**config.mk**
```make
export PLATFORM = sky130hd
export DESIGN_NAME = scn_select_ctrl
export DESIGN_NICKNAME = d
export VERILOG_FILES = /design/src/rtl/scn_select_ctrl.sv
export SDC_FILE = /design/constraint.sdc
export NUM_CORES = 1
export LEC_CHECK = 0
export BUFFER_PORTS_ARGS = -buffer_cell sky130_fd_sc_hd__buf_4
export CAP_MARGIN = 10
export CORE_ASPECT_RATIO = 1.4
export CORE_MARGIN = 2
export CORE_UTILIZATION = 58
export CTS_CLUSTER_SIZE = 12
export DETAILED_ROUTE_END_ITERATION = 10
export GPL_ROUTABILITY_DRIVEN = 1
export PLACE_DENSITY = 0.77
export RECOVER_POWER = 100
export SLEW_MARGIN = 40
export SYNTH_ARGS = -nofsm -noshare
export SYNTH_HDL_FRONTEND = slang
export SYNTH_SLANG_ARGS = --single-unit
```
**constraint.sdc**
```tcl
create_clock -name clk -period 9.69 [get_ports clk]
set_input_delay 0.4845 -clock clk [delete_from_list [all_inputs] [get_ports clk]]
set_output_delay 0.4845 -clock clk [all_outputs]
set_load 0.05 [all_outputs]
```
**src/rtl/scn_select_ctrl.sv**
```systemverilog
// ---------------------------------------------------------------------------
// scn_select_ctrl
//
// Front end for the screen-drawing engine (draw_scn). It debounces the 16
// board switches and the draw button, encodes a one-hot switch pattern into
// a 4-bit screen number, and issues a single init_draw pulse per accepted
// button press. New presses are dropped until the engine raises done_draw.
//
// Ports
//   clk          in   1   system clock
//   rst          in   1   asynchronous, active-high reset
//   switches_i   in  16   raw board switches (asynchronous)
//   btn_draw_i   in   1   raw draw button (asynchronous, active-high)
//   done_draw_i  in   1   completion flag from draw_scn; rising edge used
//   opt_scn_o    out  4   latched screen number
//   init_draw_o  out  1   draw start pulse, PULSE_CYCLES wide
//   busy_o       out  1   high from request acceptance until done/abort
//   sel_err_o    out  1   last latched switch pattern was not a valid code
//   timeout_o    out  1   one-cycle pulse on watchdog abort
//
// Optional feature macro: SCN_SEL_TIMEOUT_EN
//   Defined   : a watchdog aborts WAIT after TIMEOUT_CYCLES cycles.
//   Undefined : no watchdog, timeout_o tied low.
// ---------------------------------------------------------------------------
module scn_select_ctrl #(
    parameter int DEBOUNCE_CYCLES = 500000,
    parameter int PULSE_CYCLES    = 4,
    parameter int TIMEOUT_CYCLES  = 50000000
) (
    input  logic        clk,
    input  logic        rst,
    input  logic [15:0] switches_i,
    input  logic        btn_draw_i,
    input  logic        done_draw_i,
    output logic [3:0]  opt_scn_o,
    output logic        init_draw_o,
    output logic        busy_o,
    output logic        sel_err_o,
    output logic        timeout_o
);

    localparam int DB_W = (DEBOUNCE_CYCLES > 1) ? $clog2(DEBOUNCE_CYCLES) : 1;
    localparam int PU_W = (PULSE_CYCLES > 1) ? $clog2(PULSE_CYCLES) : 1;
    localparam logic [DB_W-1:0] DB_LAST = DB_W'(DEBOUNCE_CYCLES - 1);
    localparam logic [PU_W-1:0] PU_LAST = PU_W'(PULSE_CYCLES - 1);

    // Elaboration-time sanity check on the cycle counts.
    if (DEBOUNCE_CYCLES < 1 || PULSE_CYCLES < 1 || TIMEOUT_CYCLES < 1) begin : g_bad_param
        $error("scn_select_ctrl: all cycle parameters must be >= 1");
    end

    typedef enum logic [1:0] {IDLE, LATCH, PULSE, WAIT} state_t;

    logic [15:0]     sw_s1_q, sw_s2_q, sw_last_q, sw_stable_q, sw_stable_d;
    logic [DB_W-1:0] sw_cnt_q, sw_cnt_d;
    logic            btn_s1_q, btn_s2_q, btn_last_q, btn_stable_q, btn_stable_d;
    logic [DB_W-1:0] btn_cnt_q, btn_cnt_d;
    logic            btn_stable_last_q;
    logic            done_s1_q, done_s2_q, done_last_q;
    logic            press, done_rise;
    logic [3:0]      enc;
    logic            enc_err;

    state_t          state_q, state_d;
    logic [PU_W-1:0] pulse_cnt_q, pulse_cnt_d;
    logic [3:0]      opt_scn_q, opt_scn_d;
    logic            sel_err_q, sel_err_d;
    logic            busy_q, busy_d;
    logic            timeout_q, timeout_d;

`ifdef SCN_SEL_TIMEOUT_EN
    localparam int TO_W = (TIMEOUT_CYCLES > 1) ? $clog2(TIMEOUT_CYCLES) : 1;
    localparam logic [TO_W-1:0] TO_LAST = TO_W'(TIMEOUT_CYCLES - 1);
    logic [TO_W-1:0] wait_cnt_q, wait_cnt_d;
`endif

    // Synchronizers, debounce state and edge-detect history.
    always_ff @(posedge clk or posedge rst) begin
        if (rst) begin
            sw_s1_q           <= '0;
            sw_s2_q           <= '0;
            sw_last_q         <= '0;
            sw_stable_q       <= '0;
            sw_cnt_q          <= '0;
            btn_s1_q          <= 1'b0;
            btn_s2_q          <= 1'b0;
            btn_last_q        <= 1'b0;
            btn_stable_q      <= 1'b0;
            btn_cnt_q         <= '0;
            btn_stable_last_q <= 1'b0;
            done_s1_q         <= 1'b0;
            done_s2_q         <= 1'b0;
            done_last_q       <= 1'b0;
        end else begin
            sw_s1_q           <= switches_i;
            sw_s2_q           <= sw_s1_q;
            sw_last_q         <= sw_s2_q;
            sw_stable_q       <= sw_stable_d;
            sw_cnt_q          <= sw_cnt_d;
            btn_s1_q          <= btn_draw_i;
            btn_s2_q          <= btn_s1_q;
            btn_last_q        <= btn_s2_q;
            btn_stable_q      <= btn_stable_d;
            btn_cnt_q         <= btn_cnt_d;
            btn_stable_last_q <= btn_stable_q;
            done_s1_q         <= done_draw_i;
            done_s2_q         <= done_s1_q;
            done_last_q       <= done_s2_q;
        end
    end

    // Debounce: a candidate value must differ from the stable value and stay
    // unchanged for DEBOUNCE_CYCLES cycles. Any return to the stable value or
    // any further change of the synced input restarts the count.
    always_comb begin
        sw_stable_d  = sw_stable_q;
        sw_cnt_d     = sw_cnt_q;
        btn_stable_d = btn_stable_q;
        btn_cnt_d    = btn_cnt_q;

        if (sw_s2_q == sw_stable_q || sw_s2_q != sw_last_q) begin
            sw_cnt_d = '0;
        end else if (sw_cnt_q == DB_LAST) begin
            sw_stable_d = sw_s2_q;
            sw_cnt_d    = '0;
        end else begin
            sw_cnt_d = sw_cnt_q + DB_W'(1);
        end

        if (btn_s2_q == btn_stable_q || btn_s2_q != btn_last_q) begin
            btn_cnt_d = '0;
        end else if (btn_cnt_q == DB_LAST) begin
            btn_stable_d = btn_s2_q;
            btn_cnt_d    = '0;
        end else begin
            btn_cnt_d = btn_cnt_q + DB_W'(1);
        end
    end

    assign press     = btn_stable_q & ~btn_stable_last_q;
    assign done_rise = done_s2_q & ~done_last_q;

    // Encoder: bit 15 -> 1 ... bit 1 -> 15; anything not exactly one of bits
    // 15..1 encodes to 0 and flags an error.
    always_comb begin
        enc     = 4'd0;
        enc_err = 1'b1;
        if ($onehot(sw_stable_q) && !sw_stable_q[0]) begin
            enc_err = 1'b0;
            for (int i = 1; i < 16; i++) begin
                if (sw_stable_q[i]) begin
                    enc = 4'(16 - i);
                end
            end
        end
    end

    // Request FSM state and registered outputs.
    always_ff @(posedge clk or posedge rst) begin
        if (rst) begin
            state_q     <= IDLE;
            pulse_cnt_q <= '0;
            opt_scn_q   <= 4'd0;
            sel_err_q   <= 1'b0;
            busy_q      <= 1'b0;
            timeout_q   <= 1'b0;
`ifdef SCN_SEL_TIMEOUT_EN
            wait_cnt_q  <= '0;
`endif
        end else begin
            state_q     <= state_d;
            pulse_cnt_q <= pulse_cnt_d;
            opt_scn_q   <= opt_scn_d;
            sel_err_q   <= sel_err_d;
            busy_q      <= busy_d;
            timeout_q   <= timeout_d;
`ifdef SCN_SEL_TIMEOUT_EN
            wait_cnt_q  <= wait_cnt_d;
`endif
        end
    end

    // Next-state logic. Presses outside IDLE and done edges outside WAIT fall
    // through the case arms untouched, so they are simply dropped.
    always_comb begin
        state_d     = state_q;
        pulse_cnt_d = pulse_cnt_q;
        opt_scn_d   = opt_scn_q;
        sel_err_d   = sel_err_q;
        busy_d      = busy_q;
        timeout_d   = 1'b0;
`ifdef SCN_SEL_TIMEOUT_EN
        wait_cnt_d  = wait_cnt_q;
`endif
        case (state_q)
            IDLE: begin
                if (press) state_d = LATCH;
            end
            LATCH: begin
                opt_scn_d   = enc;
                sel_err_d   = enc_err;
                busy_d      = 1'b1;
                pulse_cnt_d = '0;
                state_d     = PULSE;
            end
            PULSE: begin
                if (pulse_cnt_q == PU_LAST) begin
                    pulse_cnt_d = '0;
                    state_d     = WAIT;
`ifdef SCN_SEL_TIMEOUT_EN
                    wait_cnt_d  = '0;
`endif
                end else begin
                    pulse_cnt_d = pulse_cnt_q + PU_W'(1);
                end
            end
            WAIT: begin
                if (done_rise) begin
                    busy_d  = 1'b0;
                    state_d = IDLE;
                end
`ifdef SCN_SEL_TIMEOUT_EN
                else if (wait_cnt_q == TO_LAST) begin
                    timeout_d = 1'b1;
                    busy_d    = 1'b0;
                    state_d   = IDLE;
                end else begin
                    wait_cnt_d = wait_cnt_q + TO_W'(1);
                end
`endif
            end
            default: state_d = IDLE;
        endcase
    end

    // init_draw is decoded from state so an async reset removes it at once.
    assign init_draw_o = (state_q == PULSE);
    assign opt_scn_o   = opt_scn_q;
    assign sel_err_o   = sel_err_q;
    assign busy_o      = busy_q;
`ifdef SCN_SEL_TIMEOUT_EN
    assign timeout_o   = timeout_q;
`else
    assign timeout_o   = 1'b0;
`endif

endmodule

```
Word-level counts from Yosys, hierarchy flattened
Index checks and enable logic that the tools add are counted.
- bits in registers: 120
- latch bits: 0
- memory bits (writable): 0
- memory bits (read-only): 0
- input port bits: 20
- output and inout port bits: 8
- logic and storage cells: 97
- memories: 0
- add/subtract/negate cells: 18
- $mul: 0
- divide/modulo/power cells: 0
- order comparisons: 0
- equality and inequality tests: 14
- shift operators: 0
- muxes and demuxes: 29
- bitwise operators: 6
- reductions and logical operators: 11
- operators by type and width (operator ; count):
    $mux 19 ; 4
    $mux 4 ; 16
    $add 19x1->19 const B ; 2
    $eq 19x19->1 const B ; 2
    $add 1x1->2 ; 8
    $eq 16x16->1 ; 1
    $ne 16x16->1 ; 1
    $add 2x2->3 ; 4
    $add 3x3->4 ; 2
    $mux 2 ; 4
    $pmux 2 s4 ; 1
    $eq 2x2->1 const B ; 3
    $reduce_and 2->1 ; 3
    $add 4x4->5 ; 1
    $eq 5x1->1 const B ; 1
    $ne 2x2->1 const B ; 2
    $not 1->1 ; 4
    $pmux 2 s2 ; 1
    $reduce_bool 2->1 ; 2
    $reduce_and 3->1 ; 1
    $add 2x1->2 const B ; 1
    $and 1x1->1 ; 2
    $eq 2x1->1 const B ; 1
    $logic_not 2->1 ; 1
    other kinds (8) ; 10

Longest topological paths before layout
- word-level depth: 16
- gate-level depth with buffers: 16
- gate-level depth less buffers: 16

Worst setup path after synthesis
No wires, ideal clock.
- path type: reg2reg
- start point: register sw_stable_q[11]
- end point: register opt_scn_q[3], in the netlist opt_scn_o[3]
- setup time: 101 ps
- data arrival time: 4250 ps
- required time: 9589 ps
- setup slack: 5339 ps
- cell stages (with the launch flop): 16
- path buffers: 0
- clock period less this slack: 4351 ps
- cell sequence: dfrtp_1 fa_1 inv_1 fa_1 inv_1 fa_1 inv_1 fa_1 inv_1 ha_1 fa_1 nand4bb_1 nor3_1 o21ai_0 or4_1 o32ai_1
- word-level cells in the longest chain between the ends: 7
- elaborated cells between the ends (all ways): 12
- those cells by class: 4 x add/sub; 1 x eq/ne; 6 x mux; 1 x reduce/logical
- RTL lines (element ; RTL line ; source):
    from (decl) ; 54 ; logic [15:0] sw_s1_q, sw_s2_q, sw_last_q, sw_stable_q, sw_stable_d;
    from (signal assigned) ; 98 ; sw_stable_q <= sw_stable_d;
    $add 1x1->2 (implied by the code) ; 148 ; if ($onehot(sw_stable_q) && !sw_stable_q[0]) begin
    $add 2x2->3 (implied by the code) ; 148 ;
    $add 3x3->4 (implied by the code) ; 148 ;
    $add 4x4->5 (implied by the code) ; 148 ;
    $eq 5x1->1 ; 148 ;
    $logic_and 1x1->1 ; 148 ;
    $mux 4 (*) ; 148 ;
    to (signal assigned) ; 173 ; opt_scn_q <= opt_scn_d;
    to (decl) ; 66 ; logic [3:0] opt_scn_q, opt_scn_d;
Mark *: on every way between the ends. The rest lies on a longest branch, timed or not.
A chain may end at the register's enable or synchronous reset.

Final worst setup path
Ends and elaborated chain as after synthesis.

==> qor.txt <==
Via count: 3,204
Ys Warns: 0
Slew Limit Fails: 142
Worst ir drop on vdd: 0.1562 mV
Slew margin rel.: -118.2%
Worst Path Max Fanout: 6
Largest net degree at the start of global routing: 66
Setup slack after layout: 5.024 ns
Final-report hold violation count: 0
# IOs: 28
Drt pass-1 iters: 4
Simple-gate share of the synthesized area: 13.48%
DRT antenna net count: 0
Worst reg2reg path endpoint: opt_scn_o[3]
Pleak: 2.765 nW
Syn Std Cell Area: 5225 sq um
Die width: 84.22 um
Initial antenna violation count: 0
Violated checks: max-capacitance violations, max-slew violations
Root Driver: clkbuf_16
HPWL after detailed placement: 6271 um
Per-cell routed wire length: 15.87 um
EDFF count, synth: 0
Setup TNS: 0 ns
CP endpoint: opt_scn_o[3]
Synth Area in Compound Gates: 3.065%
Adder-Cell Fraction of Synth Area: 6.944%
Pwr dens: 189.7 nW/um^2
Slew @ Worst Pin: 3.273 ns
Synth-to-Final Area Change: 14.63%
Worst reg-to-reg path cell count: 15
Worst r2r src: sw_stable_q[11]
Layout Skew: 0.01069 ns
Max Cap Viol: 3
Synth Instances: 436
Most common cell after layout, fill and taps aside: dfrtp_1
Post-synthesis sequential area ratio: 57.47%
Avg Inst Size Synth: 11.98 sq um
Vias in the first global route: 3,498
DRC viols: 0
Layout Nets: 520
RD Place Congestion: 0.8948
Crit path kind: reg2reg
RSZ-0062 raised after global routing: false
Postcts setup bufs: 0
Main combinational cell family by area after synthesis: simple AND/OR/NAND/NOR gates
Async SR Flop Fraction: 100.0%
Outcome: finished with violations
Post-synthesis register bit count: 120
Share of layout cells above drive strength 1: 11.07%
IO Port Bufs: 26
CTS tree: done
Crit path capture type: flip-flop
Ant diodes: 0
Distinct cells, synth: 42
Crit path launch type: flip-flop
Overall routing resource usage: 21.75%
Tcrit/Tclk final: 48.15%
Setup violators final: 0
Crit path time final: 4.666 ns
Commonest cells after routing, fill and taps aside: 120 x dfrtp_1, 56 x nor2_1, 37 x xor2_1
Critical path startpoint: sw_stable_q[11]
Skew-Pair Late Insertion Delay: 0.41 ns
Crit path DAT: 4.97 ns
XOR/XNOR Fraction of Synth Area: 11.06%
Tot Pwr: 1.136 mW
Vias per inst: 5.385
WL final: 9441 um
Max clock buf depth: 2
Post-CTS sizing: 0
Fmax: 214.3 MHz
First-pass GRT wire length: 16,350 um
Flop2flop setup slack: 5.02 ns
Initial Util: 58.87%
Die area: 9794 sq um
Min-delay worst type: in2reg
Syn nets: 479
Mux share of post-synthesis cell area: 4.358%
Clock Pin Slew Worst Setup and Hold Paths: 0.05 ns
Total gr overflow: 0
Worst EP required: 9.99 ns
Most used DFF post-synth: dfrtp_1
H-tree lvl count: 4
Pre-CTS setup slack: 5.054 ns
Inserted Clock Buffers: 17
Sinks on Clock Net: 120
DIE HEIGHT: 116.3 um
Core Area: 8875 sq um
Util after Layout: 67.49%
Hold-fix buffers at CTS: 0
Violation count after the first detailed-routing iteration: 156
# rows: 41
worst min path at each step:
stage             endpoint  slack, ns     startpoint  cells after the start
2_1_floorplan     btn_s2_q       0.33       btn_s1_q                      0
3_3_place_gp    sw_s2_q[2]       0.33     sw_s1_q[2]                      0
3_5_place_dp   sw_s2_q[15]       0.33    sw_s1_q[15]                      0
4_1_cts           btn_s1_q       0.17     btn_draw_i                      1
5_1_grt           btn_s1_q       0.19     btn_draw_i                      1
6_report        sw_s1_q[4]       0.20  switches_i[4]                      1
sequential cells by signal, indices dropped and copies added (netlist names):
| signal | cells |
|---|---|
| btn_cnt_q | 19 |
| sw_cnt_q | 19 |
| sw_last_q | 16 |
| sw_s1_q | 16 |
| sw_s2_q | 16 |
| sw_stable_q | 16 |
| opt_scn_o | 4 |
| pulse_cnt_q | 2 |
| state_q | 2 |
| btn_last_q | 1 |
| btn_s1_q | 1 |
| btn_s2_q | 1 |
| btn_stable_last_q | 1 |
| btn_stable_q | 1 |
| busy_o | 1 |
| done_last_q | 1 |
| done_s1_q | 1 |
| done_s2_q | 1 |
| sel_err_o | 1 |
report_power, final:
part / switching (mW) / leakage [nW] / total, mW / internal [mW]
Sequential: 0.00928 / 1.55 / 0.523 / 0.514
Combinational: 0.0163 / 0.950 / 0.0275 / 0.0112
Clock: 0.207 / 0.265 / 0.586 / 0.379
Total: 0.232 / 2.77 / 1.14 / 0.904
critical path: stages (launching register included):
cell       delay, ns
dfrtp_1         0.46
fa_1            0.56
inv_1           0.05
fa_1            0.47
inv_1           0.05
fa_1            0.47
inv_1           0.05
fa_1            0.48
inv_1           0.04
ha_1            0.19
fa_1            0.44
nand4bb_1       0.19
nor3_1          0.12
o21ai_0         0.22
or4_1           0.48
o32ai_1         0.30
kinds of logic (layout without fill, tap and decap cells):
logic type      Yosys count  after routing
compound gates           25             25
xor+xnor                 66             66
flops                   120            120
simple gates            142            142
fa+ha+maj                23             23
buf+inv                  42             94
other cells               1              1
mux                      17             17
layer usage:
metal  vias to the layer above  part of all wire [%]  global-route usage, %
li1                       1530                     -                      -
met1                      1606                    42                  26.00
met2                        46                    52                  36.98
met3                        22                   3.1                  6.502
met4                         0                   2.6                  9.140
met5                         -                     0                      0
stage by stage:
step / cells / hold slack (ns) / cell area (sq um)
2_1_floorplan: 436 / 0.3312 / 5225
3_3_place_gp: 565 / 0.3320 / 5518
3_5_place_dp: 565 / 0.3347 / 5528
4_1_cts: 595 / 0.1721 / 6081
5_1_grt: 595 / 0.1850 / 5989
6_report: 595 / 0.2039 / 5989
synth_stat cells (9+ instances only):
cell / number / area (sq um)
xnor2_1: 29 / 254.0
nand3_1: 20 / 100.1
nor2_1: 56 / 210.2
nand2_1: 18 / 67.56
dfrtp_1: 120 / 3003
fa_1: 10 / 200.2
o21ai_0: 9 / 45.04
xor2_1: 37 / 324.1
inv_1: 37 / 138.9
ha_1: 13 / 162.7
nand4_1: 13 / 81.33
mux2_4: 10 / 150.1
final cells by class:
cell class                 instances  area, sq um
clock inverter                     9        102.6
sequential                       120         3003
fill                             668         2885
tap                              107        133.9
clock buffer                      21        450.4
timing repair buffer              27        172.7
inverter                          37        140.1
multi-input combinational        274         1987
No activity file was read; power rests on OpenSTA's default activity.
